--- config.mk ---
export PLATFORM = sky130hd
export DESIGN_NAME = fifo_rr_arbiter_flat
export DESIGN_NICKNAME = d
export VERILOG_FILES = /design/src/rtl/fifo_rr_arbiter_if.sv /design/src/rtl/fifo_rr_arbiter.sv /design/src/flat_wrapper.sv
export SDC_FILE = /design/constraint.sdc
export NUM_CORES = 1
export LEC_CHECK = 0
export BUFFER_PORTS_ARGS = -buffer_cell sky130_fd_sc_hd__clkbuf_2
export CORE_MARGIN = 2
export CORE_UTILIZATION = 43
export CTS_CLUSTER_DIAMETER = 60
export DETAILED_ROUTE_END_ITERATION = 10
export GPL_ROUTABILITY_DRIVEN = 0
export GPL_TIMING_DRIVEN = 0
export PLACE_DENSITY = 0.81
export SYNTH_ARGS = -nofsm -noshare
export SYNTH_HDL_FRONTEND = slang
export SYNTH_SLANG_ARGS = --single-unit
--- constraint.sdc ---
create_clock -name clk -period 2.32 [get_ports clk]
set_input_delay 0 -clock clk [delete_from_list [all_inputs] [get_ports clk]]
set_output_delay 0 -clock clk [all_outputs]
set_load 0.01 [all_outputs]
--- src/rtl/fifo_rr_arbiter_if.sv ---
// Bundle between the source FIFOs, the drain arbiter and the downstream consumer.
// master = arbiter side, slave = the environment that owns the FIFOs and the sink.
interface fifo_rr_arbiter_if #(
  parameter int N_CH  = 4,
  parameter int WIDTH = 32,
  parameter int W_CH  = $clog2(N_CH)
);
  logic [N_CH-1:0]       chan_en;
  logic [N_CH-1:0]       src_empty;
  logic [N_CH*WIDTH-1:0] src_r_data;
  logic [N_CH-1:0]       src_r_en;
  logic                  out_valid;
  logic                  out_ready;
  logic [WIDTH-1:0]      out_data;
  logic [W_CH-1:0]       out_ch;

  modport master (
    input  chan_en, src_empty, src_r_data, out_ready,
    output src_r_en, out_valid, out_data, out_ch
  );

  modport slave (
    output chan_en, src_empty, src_r_data, out_ready,
    input  src_r_en, out_valid, out_data, out_ch
  );
endinterface

--- src/rtl/fifo_rr_arbiter.sv ---
// Round-robin drain arbiter: merges N_CH show-ahead FIFOs into one valid/ready stream,
// bounding consecutive grants per channel and buffering the word in one output register.
module fifo_rr_arbiter #(
  parameter int N_CH      = 4,
  parameter int WIDTH     = 32,
  parameter int MAX_BURST = 4,
  parameter int W_CH      = $clog2(N_CH),
  parameter int W_BURST   = $clog2(MAX_BURST + 1)
) (
  input logic               clk,
  input logic               rst,
  fifo_rr_arbiter_if.master bus
);

  localparam logic [W_BURST-1:0] BURST_FULL = W_BURST'(MAX_BURST);
  localparam logic [W_BURST-1:0] BURST_ONE  = W_BURST'(1);
  localparam logic [W_CH-1:0]    LAST_CH    = W_CH'(N_CH - 1);

  logic [N_CH-1:0]    req;
  logic               any_req;
  logic               load;
  logic               keep;
  logic               grant_valid;
  logic [W_CH-1:0]    rot_idx;
  logic [W_CH-1:0]    grant_idx;
  logic [WIDTH-1:0]   grant_data;
  logic [N_CH-1:0]    src_r_en;

  logic [W_CH-1:0]    owner;
  logic [W_BURST-1:0] burst_cnt;
  logic               out_valid;
  logic [WIDTH-1:0]   out_data;
  logic [W_CH-1:0]    out_ch;

  assign req     = bus.chan_en & ~bus.src_empty;
  assign any_req = |req;
  assign load    = !out_valid || bus.out_ready;
  assign keep    = req[owner] && (burst_cnt < BURST_FULL);

  // Search starts just past the owner so the owner itself is the last candidate.
  always_comb begin
    int               idx;
    logic             found;
    logic [W_CH-1:0]  cand;
    found   = 1'b0;
    rot_idx = owner;
    idx     = 0;
    cand    = '0;
    for (int s = 1; s <= N_CH; s++) begin
      idx = int'(owner) + s;
      if (idx >= N_CH) idx = idx - N_CH;
      cand = W_CH'(idx);
      if (!found && req[cand]) begin
        found   = 1'b1;
        rot_idx = cand;
      end
    end
  end

  assign grant_idx   = keep ? owner : rot_idx;
  assign grant_valid = load && any_req && !rst;

  always_comb begin
    src_r_en   = '0;
    grant_data = '0;
    for (int i = 0; i < N_CH; i++) begin
      if (grant_idx == W_CH'(i)) begin
        grant_data  = bus.src_r_data[i*WIDTH +: WIDTH];
        src_r_en[i] = grant_valid;
      end
    end
  end

  // Owner and burst count only move when the output register can take a word.
  always_ff @(posedge clk or posedge rst) begin
    if (rst) begin
      out_valid <= 1'b0;
      out_data  <= '0;
      out_ch    <= '0;
      owner     <= LAST_CH;
      burst_cnt <= BURST_FULL;
    end else if (load) begin
      if (grant_valid) begin
        out_valid <= 1'b1;
        out_data  <= grant_data;
        out_ch    <= grant_idx;
        owner     <= grant_idx;
        burst_cnt <= keep ? (burst_cnt + BURST_ONE) : BURST_ONE;
      end else begin
        out_valid <= 1'b0;
        burst_cnt <= BURST_FULL;
      end
    end
  end

  assign bus.src_r_en  = src_r_en;
  assign bus.out_valid = out_valid;
  assign bus.out_data  = out_data;
  assign bus.out_ch    = out_ch;

`ifndef SYNTHESIS
  always_ff @(posedge clk) begin
    if (!rst) begin
      assert ($onehot0(src_r_en))
        else $warning("fifo_rr_arbiter: src_r_en not one-hot-or-zero: %b", src_r_en);
      assert ((src_r_en & bus.src_empty) == '0)
        else $warning("fifo_rr_arbiter: pop of empty source: en=%b empty=%b",
                      src_r_en, bus.src_empty);
    end
  end
`endif

endmodule

--- src/flat_wrapper.sv ---
// flat-port wrapper written by rule: the top's interface ports become plain ports
module fifo_rr_arbiter_flat 
#(
  parameter int N_CH      = 4,
  parameter int WIDTH     = 32,
  parameter int MAX_BURST = 4,
  parameter int W_CH      = $clog2(N_CH),
  parameter int W_BURST   = $clog2(MAX_BURST + 1)
)
  (clk, rst, bus_chan_en, bus_src_empty, bus_src_r_data, bus_out_ready, bus_src_r_en, bus_out_valid, bus_out_data, bus_out_ch);
  fifo_rr_arbiter_if #(.N_CH(N_CH), .WIDTH(WIDTH), .W_CH(W_CH)) bus_i ();
  input logic clk;
  input logic rst;
  input wire logic [$bits(bus_i.chan_en)-1:0] bus_chan_en;
  input wire logic [$bits(bus_i.src_empty)-1:0] bus_src_empty;
  input wire logic [$bits(bus_i.src_r_data)-1:0] bus_src_r_data;
  input wire logic [$bits(bus_i.out_ready)-1:0] bus_out_ready;
  output wire logic [$bits(bus_i.src_r_en)-1:0] bus_src_r_en;
  output wire logic [$bits(bus_i.out_valid)-1:0] bus_out_valid;
  output wire logic [$bits(bus_i.out_data)-1:0] bus_out_data;
  output wire logic [$bits(bus_i.out_ch)-1:0] bus_out_ch;
  assign bus_i.chan_en = bus_chan_en;
  assign bus_i.src_empty = bus_src_empty;
  assign bus_i.src_r_data = bus_src_r_data;
  assign bus_i.out_ready = bus_out_ready;
  assign bus_src_r_en = bus_i.src_r_en;
  assign bus_out_valid = bus_i.out_valid;
  assign bus_out_data = bus_i.out_data;
  assign bus_out_ch = bus_i.out_ch;
  fifo_rr_arbiter #(.N_CH(N_CH), .WIDTH(WIDTH), .MAX_BURST(MAX_BURST), .W_CH(W_CH), .W_BURST(W_BURST)) u_core (.clk(clk), .rst(rst), .bus(bus_i));
endmodule
==> flow_summary.json <==
{
  "row_count": 29,
  "die_h_um": 85.0,
  "vias": 3086,
  "critPathSlowestCell": "dfstp_2",
  "syn_avg_cell_area_um2": 11.0,
  "worstSetupPathType": "flip-flop to output pin",
  "endpoint_kind": "output pin",
  "worst-path-buf-inv": 4,
  "p_leak_nw": 2.23,
  "peakVddDrop_mv": 0.586,
  "synthFlopType": "dfrtp_1",
  "nFillCells": 506,
  "wl_um": 9550,
  "cp.required_ps": 2320,
  "num-nets-final": 622,
  "syn_nets": 397,
  "wl_met1_um": 3520,
  "tightest_slew_ps": 873,
  "hold_viol": 0,
  "critPathMaxStageDelay_ps": 570,
  "wl_met3_um": 626,
  "powerDensity_nw_per_um2": 929,
  "synth_cell_types": 43,
  "drtIter0Drc": 116,
  "yosys.area.top_type": "dfrtp_1",
  "netlist.area_leader.share_pct": 32.8,
  "syn_area_um2": 2820,
  "fin_crit_sh_pct": 97.5,
  "clk_pin_slew_ps": 80,
  "ys_seq_elements": 40,
  "status": "complete, no violations",
  "layout-drive-gt1-share_pct": 54.0,
  "cts_tree": "built",
  "synth_commonest_cells": "dfrtp_1, inv_1, mux2i_1",
  "dr.max_layer_used": "met4",
  "total_power_w": 0.00402,
  "slew_headroom_pct": 41.7,
  "hold_path_class": "input port to flip-flop",
  "cap_violations": 0,
  "ys_warn_count": 0,
  "place_hpwl_um": 6700,
  "crit_path_start_kind": "flip-flop",
  "ys_seq_area_share_pct": 35.6,
  "overflow": 0,
  "io_buffers": 177,
  "cts.sink_count": 40,
  "grt_max_degree": 42,
  "async_flop_share_pct": 100,
  "start_util_pct": 44.5,
  "htree_levels": 2,
  "diodes": 0,
  "first_global_vias": 3163,
  "skew_ps": 8.15,
  "cts-root-buf": "clkbuf_8",
  "cp_max_fo": 10,
  "slew_violations": 0,
  "fin_crit_ps": 2260,
  "grt_use_total_pct": 25.5,
  "critPathTopFamily": "compound AO/OA/AOI/OAI gates",
  "core_um2": 6350,
  "yosys.cell_count.top_type": "dfrtp_1",
  "syn2layout_area_growth_pct": 53.2,
  "grt_pass1_wl_um": 14800,
  "vias_per_cell": 5.51,
  "wl_per_cell_um": 17.1,
  "max_freq_mhz": 442,
  "clockBufferDepth": 2,
  "hold_ws_ps": 47.6,
  "dr_wl_met2_um": 5210,
  "num_io_pins": 178,
  "antenna_left": 0,
  "setup_viol": 0,
  "arrival_ps": 2260,
  "die_w_um": 85.0,
  "crit_chain": "inv_1, a22o_1, o21a_1, a211o_4, nor2b_4, buf_6, buf_12, clkbuf_2",
  "numCtsBuffers": 5,
  "synth_area_leaders": "dfrtp_1, a221oi_2, mux2i_1",
  "drc": 0,
  "synth_cells": 257,
  "synth_edf_count": 0,
  "drt_pass1_iterations": 7,
  "die-area_um2": 7230,
  "insertion_delay_ps": 290,
  "antenna_found_initial": 0
}
metrics by stage:
step	area [um2]	instances	worst slack [ps]	setup TNS (ps)	util [%]
after global routing	4320	560	-56.2	-62.9	68.1
after detailed placement	3800	511	-19.4	-19.4	59.9
after CTS	4240	553	12.3	0	66.8
after floorplan	2820	257	345	0	-
final	4320	560	58.5	0	68.1
after global placement	3800	511	76.4	0	59.9
worst min-delay path, cell delays in order:
cell and delay [ps]:
clkbuf_2 80, mux2i_1 120, a221oi_1 90
placed cells by master (no fill, tap or decap), types with 3 or more instances in the layout:
cell           netlist  routed
buf_2               10       7
nor2_1               5       5
clkbuf_1             4       4
nand2_1              7       6
buf_6                6       6
clkbuf_8             0       5
inv_1               36      35
a221oi_2            29      29
clkbuf_2             0     178
nand3_1              3       3
mux2i_1             33      33
buf_4                2      13
dfstp_2              3       3
nand2b_1             4       4
o21ai_0              3       3
dlygate4sd3_1        0      33
a221oi_1             4       4
a21oi_1              6       5
dfrtp_1             37      37
o32ai_1             32      32
timing repair:
action	4_1_cts	5_1_grt
endpoints found under the setup margin	6	19
hold buffers	33	0
endpoints found under the hold margin	69	0
setup buffers	2	8
pin swaps	3	5
resized for setup	5	6
layer usage:
layer	global-route usage, %	up-vias
li1	-	1450
met2	48.6	140
met5	0	-
met3	5.93	21
met1	28.3	1475
met4	6.49	0
where the power goes:
| group | switching [W] | total (W) | internal, W |
|---|---|---|---|
| Combinational | 0.00122 | 0.00233 | 0.00111 |
| Clock | 0.000245 | 0.000456 | 0.000211 |
| Sequential | 0.000209 | 0.00123 | 0.00102 |
| Total | 0.00168 | 0.00402 | 0.00234 |
final cells by class:
type	instances	area [um2]	area share [%]
plain buffers	23	208	4.80
clock buffers	7	76.3	1.77
clock inverters	1	5.00	0.116
inverters	37	139	3.21
multi-input cells	155	1500	34.8
flip-flops and latches	40	1000	23.2
well taps	77	96.3	2.23
repair buffers	220	1290	29.9
state kept, by name, summed over array words and instances, names as in the netlist:
name and flops:
u_core.burst_cnt 3, u_core.bus.out_ch 2, u_core.bus.out_valid 1, u_core.bus.out_data 32, u_core.owner 2
cell families after synthesis:
| family | Yosys count | share of synthesized area, % |
|---|---|---|
| AO/OA/AOI/OAI | 87 | 33.2 |
| XOR/XNOR | 1 | 0.310 |
| adder cells (fa/ha/maj) | 1 | 0.443 |
| buffers and inverters | 62 | 11.7 |
| flip-flops | 40 | 35.6 |
| multiplexers | 34 | 12.1 |
| AND/OR/NAND/NOR | 32 | 6.65 |
worst paths after layout:
path | start | endpoint | slack [ps] | cells after the start
max reg2reg | u_core.owner[1] | u_core.bus.out_data[29] | 110 | 8
min in group asynchronous | rst | u_core.bus.out_data[5] | 450 | 3
max | u_core.burst_cnt[2] | bus_src_r_en[1] | 60 | 8
min reg2reg | u_core.bus.out_ch[1] | u_core.bus.out_ch[1] | 500 | 1
min | bus_src_r_data[69] | u_core.bus.out_data[5] | 50 | 3
max in group asynchronous | rst | u_core.bus.out_data[24] | 1320 | 3
(Power assumes the default switching activity.)
